[src/rtl/param_lfsr_if.sv]
// Control and observation bundle for param_lfsr: the driver side sets en/load/seed_in,
// the LFSR side returns its state, wrap/period statistics and the zero-seed flag.
interface param_lfsr_if #(
  parameter int unsigned WIDTH = 8
) ();
  logic             en;
  logic             load;
  logic [WIDTH-1:0] seed_in;
  logic [WIDTH-1:0] rand_out;
  logic             rand_bit;
  logic             wrap;
  logic [WIDTH-1:0] period;
  logic             zero_seed;

  modport master (
    output en,
    output load,
    output seed_in,
    input  rand_out,
    input  rand_bit,
    input  wrap,
    input  period,
    input  zero_seed
  );

  modport slave (
    input  en,
    input  load,
    input  seed_in,
    output rand_out,
    output rand_bit,
    output wrap,
    output period,
    output zero_seed
  );
endinterface

[src/rtl/param_lfsr.sv]
// Parameterised Fibonacci LFSR advancing STEPS shifts per enabled cycle, with period
// measurement against the last loaded/reset start value and all-zero seed substitution.
module param_lfsr #(
  parameter int unsigned      WIDTH = 8,
  parameter logic [WIDTH-1:0] TAPS  = 8'hB8,
  parameter logic [WIDTH-1:0] SEED  = 8'd1,
  parameter int unsigned      STEPS = 1
) (
  input logic         clk,
  input logic         rst,
  param_lfsr_if.slave bus
);

  logic [WIDTH-1:0] state_q, state_d;
  logic [WIDTH-1:0] start_q, start_d;
  logic [WIDTH-1:0] cnt_q, cnt_d;
  logic [WIDTH-1:0] period_q, period_d;
  logic             wrap_q, wrap_d;
  logic             zero_seed_q, zero_seed_d;

  logic [WIDTH-1:0] adv;
  logic [WIDTH-1:0] cnt_inc;
  logic             hit;

  // STEPS chained single shifts, unrolled into one combinational stage.
  always_comb begin
    adv = state_q;
    for (int unsigned i = 0; i < STEPS; i++) begin
      adv = {adv[WIDTH-2:0], ^(adv & TAPS)};
    end
  end

  assign cnt_inc = (&cnt_q) ? cnt_q : cnt_q + 1'b1;
  assign hit     = (adv == start_q);

  always_comb begin
    state_d     = state_q;
    start_d     = start_q;
    cnt_d       = cnt_q;
    period_d    = period_q;
    wrap_d      = 1'b0;
    zero_seed_d = 1'b0;
    if (bus.load) begin
      // An all-zero seed would lock the register, so SEED stands in for it.
      if (bus.seed_in == '0) begin
        state_d     = SEED;
        start_d     = SEED;
        zero_seed_d = 1'b1;
      end else begin
        state_d = bus.seed_in;
        start_d = bus.seed_in;
      end
      cnt_d = '0;
    end else if (bus.en) begin
      state_d = adv;
      if (hit) begin
        wrap_d   = 1'b1;
        period_d = cnt_inc;
        cnt_d    = '0;
      end else begin
        cnt_d = cnt_inc;
      end
    end
  end

  always_ff @(posedge clk) begin
    if (rst) begin
      state_q     <= SEED;
      start_q     <= SEED;
      cnt_q       <= '0;
      period_q    <= '0;
      wrap_q      <= 1'b0;
      zero_seed_q <= 1'b0;
    end else begin
      state_q     <= state_d;
      start_q     <= start_d;
      cnt_q       <= cnt_d;
      period_q    <= period_d;
      wrap_q      <= wrap_d;
      zero_seed_q <= zero_seed_d;
    end
  end

  assign bus.rand_out  = state_q;
  assign bus.rand_bit  = state_q[0];
  assign bus.wrap      = wrap_q;
  assign bus.period    = period_q;
  assign bus.zero_seed = zero_seed_q;

endmodule

[src/flat_wrapper.sv]
// flat-port wrapper written by rule: the top's interface ports become plain ports
module param_lfsr_flat 
#(
  parameter int unsigned      WIDTH = 8,
  parameter logic [WIDTH-1:0] TAPS  = 8'hB8,
  parameter logic [WIDTH-1:0] SEED  = 8'd1,
  parameter int unsigned      STEPS = 1
)
  (clk, rst, bus_en, bus_load, bus_seed_in, bus_rand_out, bus_rand_bit, bus_wrap, bus_period, bus_zero_seed);
  param_lfsr_if #(.WIDTH(WIDTH)) bus_i ();
  input logic clk;
  input logic rst;
  input wire logic [$bits(bus_i.en)-1:0] bus_en;
  input wire logic [$bits(bus_i.load)-1:0] bus_load;
  input wire logic [$bits(bus_i.seed_in)-1:0] bus_seed_in;
  output wire logic [$bits(bus_i.rand_out)-1:0] bus_rand_out;
  output wire logic [$bits(bus_i.rand_bit)-1:0] bus_rand_bit;
  output wire logic [$bits(bus_i.wrap)-1:0] bus_wrap;
  output wire logic [$bits(bus_i.period)-1:0] bus_period;
  output wire logic [$bits(bus_i.zero_seed)-1:0] bus_zero_seed;
  assign bus_i.en = bus_en;
  assign bus_i.load = bus_load;
  assign bus_i.seed_in = bus_seed_in;
  assign bus_rand_out = bus_i.rand_out;
  assign bus_rand_bit = bus_i.rand_bit;
  assign bus_wrap = bus_i.wrap;
  assign bus_period = bus_i.period;
  assign bus_zero_seed = bus_i.zero_seed;
  param_lfsr #(.WIDTH(WIDTH), .TAPS(TAPS), .SEED(SEED), .STEPS(STEPS)) u_core (.clk(clk), .rst(rst), .bus(bus_i));
endmodule
[config.mk]
export PLATFORM = sky130hd
export DESIGN_NAME = param_lfsr_flat
export DESIGN_NICKNAME = d
export VERILOG_FILES = /design/src/rtl/param_lfsr_if.sv /design/src/rtl/param_lfsr.sv /design/src/flat_wrapper.sv
export SDC_FILE = /design/constraint.sdc
export NUM_CORES = 1
export LEC_CHECK = 0
export ABC_CLOCK_PERIOD_IN_PS = 2500
export CAP_MARGIN = 20
export CORE_MARGIN = 4
export CORE_UTILIZATION = 35
export CTS_CLUSTER_SIZE = 24
export DETAILED_ROUTE_END_ITERATION = 6
export DONT_BUFFER_PORTS = 1
export HOLD_SLACK_MARGIN = 0.02
export PLACE_DENSITY = 0.58
export RECOVER_POWER = 25
export SLEW_MARGIN = 20
export SYNTH_ARGS = -nofsm -noshare
export SYNTH_HDL_FRONTEND = slang
export SYNTH_SLANG_ARGS = --single-unit
export TNS_END_PERCENT = 10
[constraint.sdc]
create_clock -name clk -period 2.5 [get_ports clk]
set_input_delay 0.75 -clock clk [delete_from_list [all_inputs] [get_ports clk]]
set_output_delay 0.75 -clock clk [all_outputs]
set_load 0.02 [all_outputs]
== After elaboration in Yosys (flattened, before gate mapping) ==
Cells that the tools add are included.
Word-level totals
  memory bits (read-only): 0
  bits in writable memories: 0
  latch bits: 0
  input bits: 12
  register bits: 34
  memories kept: 0
Cells by class
  reduce and logical (&&, ||, !) cells: 8
  $mul: 0
  bitwise gates (word level): 2
  eq/ne operators: 1
  $add $sub $neg: 1
  shifts and indexed selects: 0
  div/mod/pow operators: 0
  mux-type cells: 7
  magnitude comparators: 0
Operators with widths (count)
  8-bit 2-to-1 mux: 5
  8-bit by 1-bit adder with 8-bit output (second input constant): 1
  8-bit == test: 1
  8-bit zero test: 1
  8-bit AND reduction: 1
  8-bit XOR reduction: 1
  2-bit OR reduction: 2
  3-bit AND reduction: 1
  3-bit OR reduction: 1
  1-bit 2-to-1 mux: 2
  1-bit NOT: 2
  2-bit nonzero test: 1

== Depth between registers and ports, before layout ==
Gate-level depths: netlist of the first run.
  depth after elaboration: 3
  depth in mapped cells: 6
  mapped depth without buffers: 5

== Least setup slack after synthesis of the first run ==
No wires, ideal clock.
  path type: in2reg
  start point: input bus_en
  end point: register u_core.state_q[5] (netlist: u_core.bus.rand_out[5])
  arrival time: 1712 ps
  cell stages on the path: 6
  required time: 2372 ps
  slack: 660 ps
  cell sequence: buf_2 -> buf_1 -> mux2i_1 -> nor2_1 -> a21oi_1 -> nor2_1
Between the ends
  cells in the longest elaborated chain, start to end: 1
Ends and longest elaborated chain
  start: declaration: RTL line flat_wrapper.sv:13  | input wire logic [$bits(bus_i.en)-1:0] bus_en;
  2-bit nonzero test (no line)
  end signal: assignment: RTL line param_lfsr.sv:75  | state_q <= state_d;
  end: declaration: RTL line param_lfsr.sv:14  | logic [WIDTH-1:0] state_q, state_d;
Every way passes these cells.
A chain may end at the register's enable or synchronous reset.

== Worst setup path in the final report of the first run ==
  start point: register u_core.cnt_q[0]
  end point: register u_core.cnt_q[1]
Between the ends
  cells in the longest elaborated chain, start to end: 3
Ends and longest elaborated chain
  start: declaration: RTL line param_lfsr.sv:16  | logic [WIDTH-1:0] cnt_q, cnt_d;
  start signal: assignment: RTL line param_lfsr.sv:77  | cnt_q <= cnt_d;
  8-bit by 1-bit adder with 8-bit output or 8-bit AND reduction (tied branches): RTL line param_lfsr.sv:33  | assign cnt_inc = (&cnt_q) ? cnt_q : cnt_q + 1'b1;
  8-bit 2-to-1 mux *: RTL line param_lfsr.sv:33
  8-bit 2-to-1 mux *: RTL line param_lfsr.sv:56  | if (hit) begin
Every way passes the cells marked *; elsewhere a longest branch is shown, timed or not.

==> flow_summary.yaml, run 1 <==
grt:
  grt_max_degree: 29
  antenna_found_initial: 0
  grt_pass1_vias: 1236
  grt_pass1_wl_mm: 6.099
  overflow: 0
  grt.total_usage: 0.1234
clocking:
  tritoncts: "done"
  postCtsSetupBuffers: 0
  path_clk_slew_ns: 0.07
  ctsResizeCount: 0
  htree_levels: 2
  clk_latency_ns: 0.29
  cts_hold_buf: 0
  cts_root_buf: "clkbuf_8"
  clock_path_buffers: 2
  cts_made_buffers: 5
  clock_sinks: 34
floorplanning:
  top_level_ports: 31
  die_x_um: 79.45
  rows: 25
  core_area_um2: 4848
  die_y_um: 79.45
  start_util: 0.3685
  die_area_um2: 6312
finish:
  layout.nets: 205
  ff_latch_area_um2: 680.7
  drive_above_1_share: 0.09326
  diodes: 0
  final_area_um2: 1902
  n_fill_cell: 488
  final_common_cell: "dfxtp_1"
  syn_to_final_growth_pct: 6.442
  layout_common_cells: "dfxtp_1 (34), nor2_1 (32), mux2i_1 (23), a21oi_1 (14)"
  multiInputGateArea_um2: 1027
logic_synthesis:
  ys_ff_latch: 34
  async_flop_share: 0
  ys.flop_type: "dfxtp_1"
  syn-instance-count: 199
  synth_fp_nets: 212
  ys_seq_area_frac: 0.3810
  synthDistinctLibCells: 41
  yosys_warnings: 0
  syn_area_um2: 1787
  synth.avg_cell_area_um2: 8.978
  synth-edff-count: 0
routing:
  drtAntennaViolNets: 0
  drc: 0
  via_count: 1353
  drt-initial-drc-count: 120
  vias_per_cell: 5.204
  drt_pre_antenna_iters: 4
  drt-wirelength-per-cell_um: 14.15
  routed_wl_mm: 3.678
sta:
  worstMarginPinSlew_ns: 0.5884
  finalCritPeriodShare: 0.7883
  fmax_mhz: 507.5
  fin_skew_ns: 0.008407
  relSlewSlack: 0.5976
  hold_violations: 0
  setup_violations: 0
  fin_crit_ns: 1.971
  rsz0062_at_grt: "no"
  maxSlewViolCount: 0
  setup_tns_ns: 0
setup_path:
  crit_path_start_kind: "register"
  worst-endpoint-arrival_ns: 2.15
  required_ns: 2.68
  crit_fanout: 10
  crit_type: "register to register"
  cp-end-kind: "register"
status:
  outcome: "complete, no violations"
place:
  dp_hpwl_mm: 2.554
  gp_congestion: 0.8255
  placed_area_um2: 1814
  port_buffers: 0
power:
  leakage_nw: 0.7934
  vdd_ir_drop_max_v: 0.0001901
  power_density_nw_per_um2: 591.8
min_path:
  holdCritPathClass: "register to register"
job:
  drv_cap: 0
layout make-up:
class	count	area share
inverters	4	0.007895
multi-input cells	146	0.5401
repair buffers	1	0.001974
flip-flops and latches	34	0.3579
clock inverters	1	0.002632
clock buffers	7	0.04539
well taps	67	0.04408
state kept, by name (all words and copies together) (netlist names):
register,flops
u_core.bus.period,8
u_core.bus.rand_out,8
u_core.cnt_q,8
u_core.start_q,8
u_core.bus.wrap,1
u_core.bus.zero_seed,1
stage by stage:
stage / setup WS, ns / power [mW] / cells / util / hold slack, ns
global placement: 0.6057 / 0.7153 / 252 / 0.3742 / 0.4618
floorplan: 0.6602 / 0.7155 / 199 / - / 0.4456
finish: 0.5294 / 1.126 / 260 / 0.3923 / 0.4688
global route: 0.3956 / 1.171 / 260 / 0.3923 / 0.5019
detailed placement: 0.5797 / 0.7165 / 252 / 0.3742 / 0.4537
CTS: 0.5711 / 1.138 / 260 / 0.3930 / 0.4747
where the power goes:
part | internal, mW | switching (mW)
Sequential | 0.559 | 0.0286
Combinational | 0.0531 | 0.0620
Clock | 0.222 | 0.200
path summary, 6_finish.rpt:
path | to | cells after the start | slack (ns) | start
worst min-delay path | u_core.start_q[0]$_SDFFE_PP1P_ | 2 | 0.47 | u_core.start_q[0]$_SDFFE_PP1P_
worst min register to register | u_core.start_q[0]$_SDFFE_PP1P_ | 2 | 0.47 | u_core.start_q[0]$_SDFFE_PP1P_
worst max-delay path | u_core.cnt_q[1]$_SDFFE_PP0P_ | 5 | 0.53 | u_core.cnt_q[0]$_SDFFE_PP0P_
worst max register to register | u_core.cnt_q[1]$_SDFFE_PP0P_ | 5 | 0.53 | u_core.cnt_q[0]$_SDFFE_PP0P_
layer usage:
metal,part of all wire,global-route usage,vias to the layer above
li1,-,-,688
met4,0.020,0.06014,0
met3,0.070,0.04515,7
met2,0.43,0.1753,37
met5,0,0,-
met1,0.48,0.1633,621
Yosys cell counts, types with 2 or more instances:
| cell type | count | area share |
|---|---|---|
| nand3_1 | 9 | 0.025 |
| nor2b_1 | 3 | 0.011 |
| buf_1 | 3 | 0.0063 |
| xor2_1 | 9 | 0.044 |
| xnor2_1 | 3 | 0.015 |
| o311ai_0 | 2 | 0.0098 |
| nor2_1 | 32 | 0.067 |
| a21oi_1 | 14 | 0.039 |
| o211ai_1 | 2 | 0.0084 |
| mux2_2 | 3 | 0.019 |
| nand4_1 | 4 | 0.014 |
| and4_1 | 3 | 0.015 |
| buf_2 | 3 | 0.0084 |
| dfxtp_1 | 34 | 0.38 |
| and3_1 | 3 | 0.011 |
| a31oi_1 | 2 | 0.0070 |
| mux2i_1 | 23 | 0.13 |
| nor3_1 | 2 | 0.0056 |
| clkbuf_1 | 8 | 0.017 |
| nand2_1 | 8 | 0.017 |
| or4_1 | 2 | 0.0084 |
| o21ai_0 | 6 | 0.017 |
| inv_1 | 3 | 0.0063 |
cell families after synthesis:
group,synth area share
DFF,0.3810
muxes,0.1478
adders and majority gates,0.007002
AOI/OAI and AO/OA,0.1120
buffers and inverters,0.04411
xor gates and xnor gates,0.08124
and+or+nand+nor,0.2269
worst max-delay path: stages (launching register included):
cell and delay, ns:
dfxtp_1 0.50, ha_1 0.35, nand4_1 0.33, o21ai_0 0.42
mux2i_1 0.22, nor2_1 0.05
(Power assumes the default switching activity.)
==> run 2: changes to the inputs <==
--- a/config.mk
+++ b/config.mk
@@ -5,7 +5,7 @@
 export SDC_FILE = /design/constraint.sdc
 export NUM_CORES = 1
 export LEC_CHECK = 0
-export ABC_CLOCK_PERIOD_IN_PS = 2500
+export ABC_CLOCK_PERIOD_IN_PS = 1900
 export CAP_MARGIN = 20
 export CORE_MARGIN = 4
 export CORE_UTILIZATION = 35
==> constraint.sdc (replaced) <==
create_clock -name clk -period 1.9 [get_ports clk]
set_input_delay 0.57 -clock clk [delete_from_list [all_inputs] [get_ports clk]]
set_output_delay 0.57 -clock clk [all_outputs]
set_load 0.02 [all_outputs]
==> run 2 against run 1 <==
Against the previous run: utilization increased by 1.9 points; via count up 2.4%; clock-buffer cell count unchanged; critical path type unchanged; critical endpoint is now u_core.bus.period[1]$_SDFFE_PP0P_; largest cell class unchanged; sequential power rose by 28%; total power rose by 40%; first-iteration DRC count fell by 36%; global-route usage increased by 1.4 points; sequential share of layout area shrank 1.6 points.
==> flow_summary.yaml, run 2 (same netlist as run 1, synthesis figures left out) <==
grt:
  grt_pass1_vias: 1383
  overflow: 0
  grt_pass1_wl_mm: 6.762
  antenna_found_initial: 0
  grt_max_degree: 29
  grt.total_usage: 0.1375
floorplanning:
  core_area_um2: 4848
  rows: 25
  die_x_um: 79.45
  die_y_um: 79.45
  top_level_ports: 31
  start_util: 0.3685
  die_area_um2: 6312
clocking:
  clock_sinks: 34
  postCtsSetupBuffers: 0
  htree_levels: 2
  path_clk_slew_ns: 0.07
  tritoncts: "done"
  cts_root_buf: "clkbuf_8"
  ctsResizeCount: 0
  cts_hold_buf: 0
  clk_latency_ns: 0.29
  cts_made_buffers: 5
  clock_path_buffers: 2
sta:
  maxSlewViolCount: 0
  fin_crit_ns: 1.671
  fin_skew_ns: 0.007908
  worstMarginPinSlew_ns: 0.5898
  setup_tns_ns: 0
  hold_violations: 0
  finalCritPeriodShare: 0.8795
  hold_ws_ns: 0.3535
  relSlewSlack: 0.6068
  setup_violations: 0
  finalWorstSetupSlack_ns: 0.2289
  fmax_mhz: 598.4
  rsz0062_at_grt: "no"
setup_path:
  cp_top_family: "simple AND/OR/NAND/NOR gates"
  worst-endpoint-arrival_ns: 1.85
  crit_buf_inv: 0
  crit_path_top_delay_cell: "nor4_4"
  required_ns: 2.08
  max_stage_delay_ns: 0.44
  cp-end-kind: "register"
  crit_path_start_kind: "register"
  crit_fanout: 8
  crit_type: "register to register"
  crit_chain: "xor2_1 -> nor4_4 -> nand4_4 -> mux2_2"
routing:
  vias_per_cell: 5.092
  via_count: 1385
  drt-initial-drc-count: 77
  drt-wirelength-per-cell_um: 14.20
  drc: 0
  drt_pre_antenna_iters: 4
  routed_wl_mm: 3.863
  drtAntennaViolNets: 0
power:
  vdd_ir_drop_max_v: 0.0002994
  total_power_mw: 1.581
  leakage_nw: 0.8452
  power_density_nw_per_um2: 793.7
status:
  outcome: "complete, no violations"
finish:
  n_fill_cell: 506
  final_core_util: 0.4108
  final_common_cell: "dfxtp_1"
  syn_to_final_growth_pct: 11.48
  drive_above_1_share: 0.1220
  layout.nets: 217
  layout_common_cells: "dfxtp_1 (34), nor2_1 (32), mux2i_1 (23), a21oi_1 (14)"
  diodes: 0
place:
  port_buffers: 0
  dp_hpwl_mm: 2.828
  dp_slack_ns: 0.2267
  gp_congestion: 0.7869
min_path:
  holdCritPathClass: "input port to register"
job:
  drv_cap: 0
## run 2: layer usage
layer	vias up	GRT usage	wire length (µm)
met5	-	0	0
met3	7	0.05418	261
met4	0	0.06357	75
met2	30	0.1978	1659
met1	634	0.1790	1866
li1	714	-	-
## run 2: worst paths after layout
check | to | start | slack, ns | cells past startpoint
hold / removal | u_core.bus.rand_out[2]$_SDFFE_PP0P_ | rst | 0.35 | 1
setup / recovery | u_core.bus.period[1]$_SDFFE_PP0P_ | u_core.bus.rand_out[4]$_SDFFE_PP0P_ | 0.23 | 4
hold reg to reg | u_core.start_q[0]$_SDFFE_PP1P_ | u_core.start_q[0]$_SDFFE_PP1P_ | 0.48 | 2
setup reg to reg | u_core.bus.period[1]$_SDFFE_PP0P_ | u_core.bus.rand_out[4]$_SDFFE_PP0P_ | 0.23 | 4
## run 2: final cells by class
class	count	area [µm²]	area share
Sequential cell	34	680.7	0.3417
Timing Repair Buffer	13	78.83	0.03957
Inverter	4	15.01	0.007538
Tap cell	67	83.83	0.04209
Clock buffer	7	76.32	0.03832
Multi-Input combinational cell	146	1027	0.5157
Clock inverter	1	30.03	0.01508
## run 2: worst register-to-register path, stage by stage, from the launching register on
cell and delay (ns):
dfxtp_1 0.40, xor2_1 0.12, nor4_4 0.44, nand4_4 0.27
mux2_2 0.33
## run 2: where the power goes
| part | internal (mW) | switching (mW) |
|---|---|---|
| Combinational | 0.0786 | 0.105 |
| Sequential | 0.736 | 0.0173 |
| Clock | 0.392 | 0.252 |
## run 2: through the flow
| step | cell area [µm²] | cells |
|---|---|---|
| floorplan | 1787 | 199 |
| global placement | 1904 | 264 |
| detailed placement | 1904 | 264 |
| CTS | 2011 | 272 |
| global route | 1992 | 272 |
| finish | 1992 | 272 |
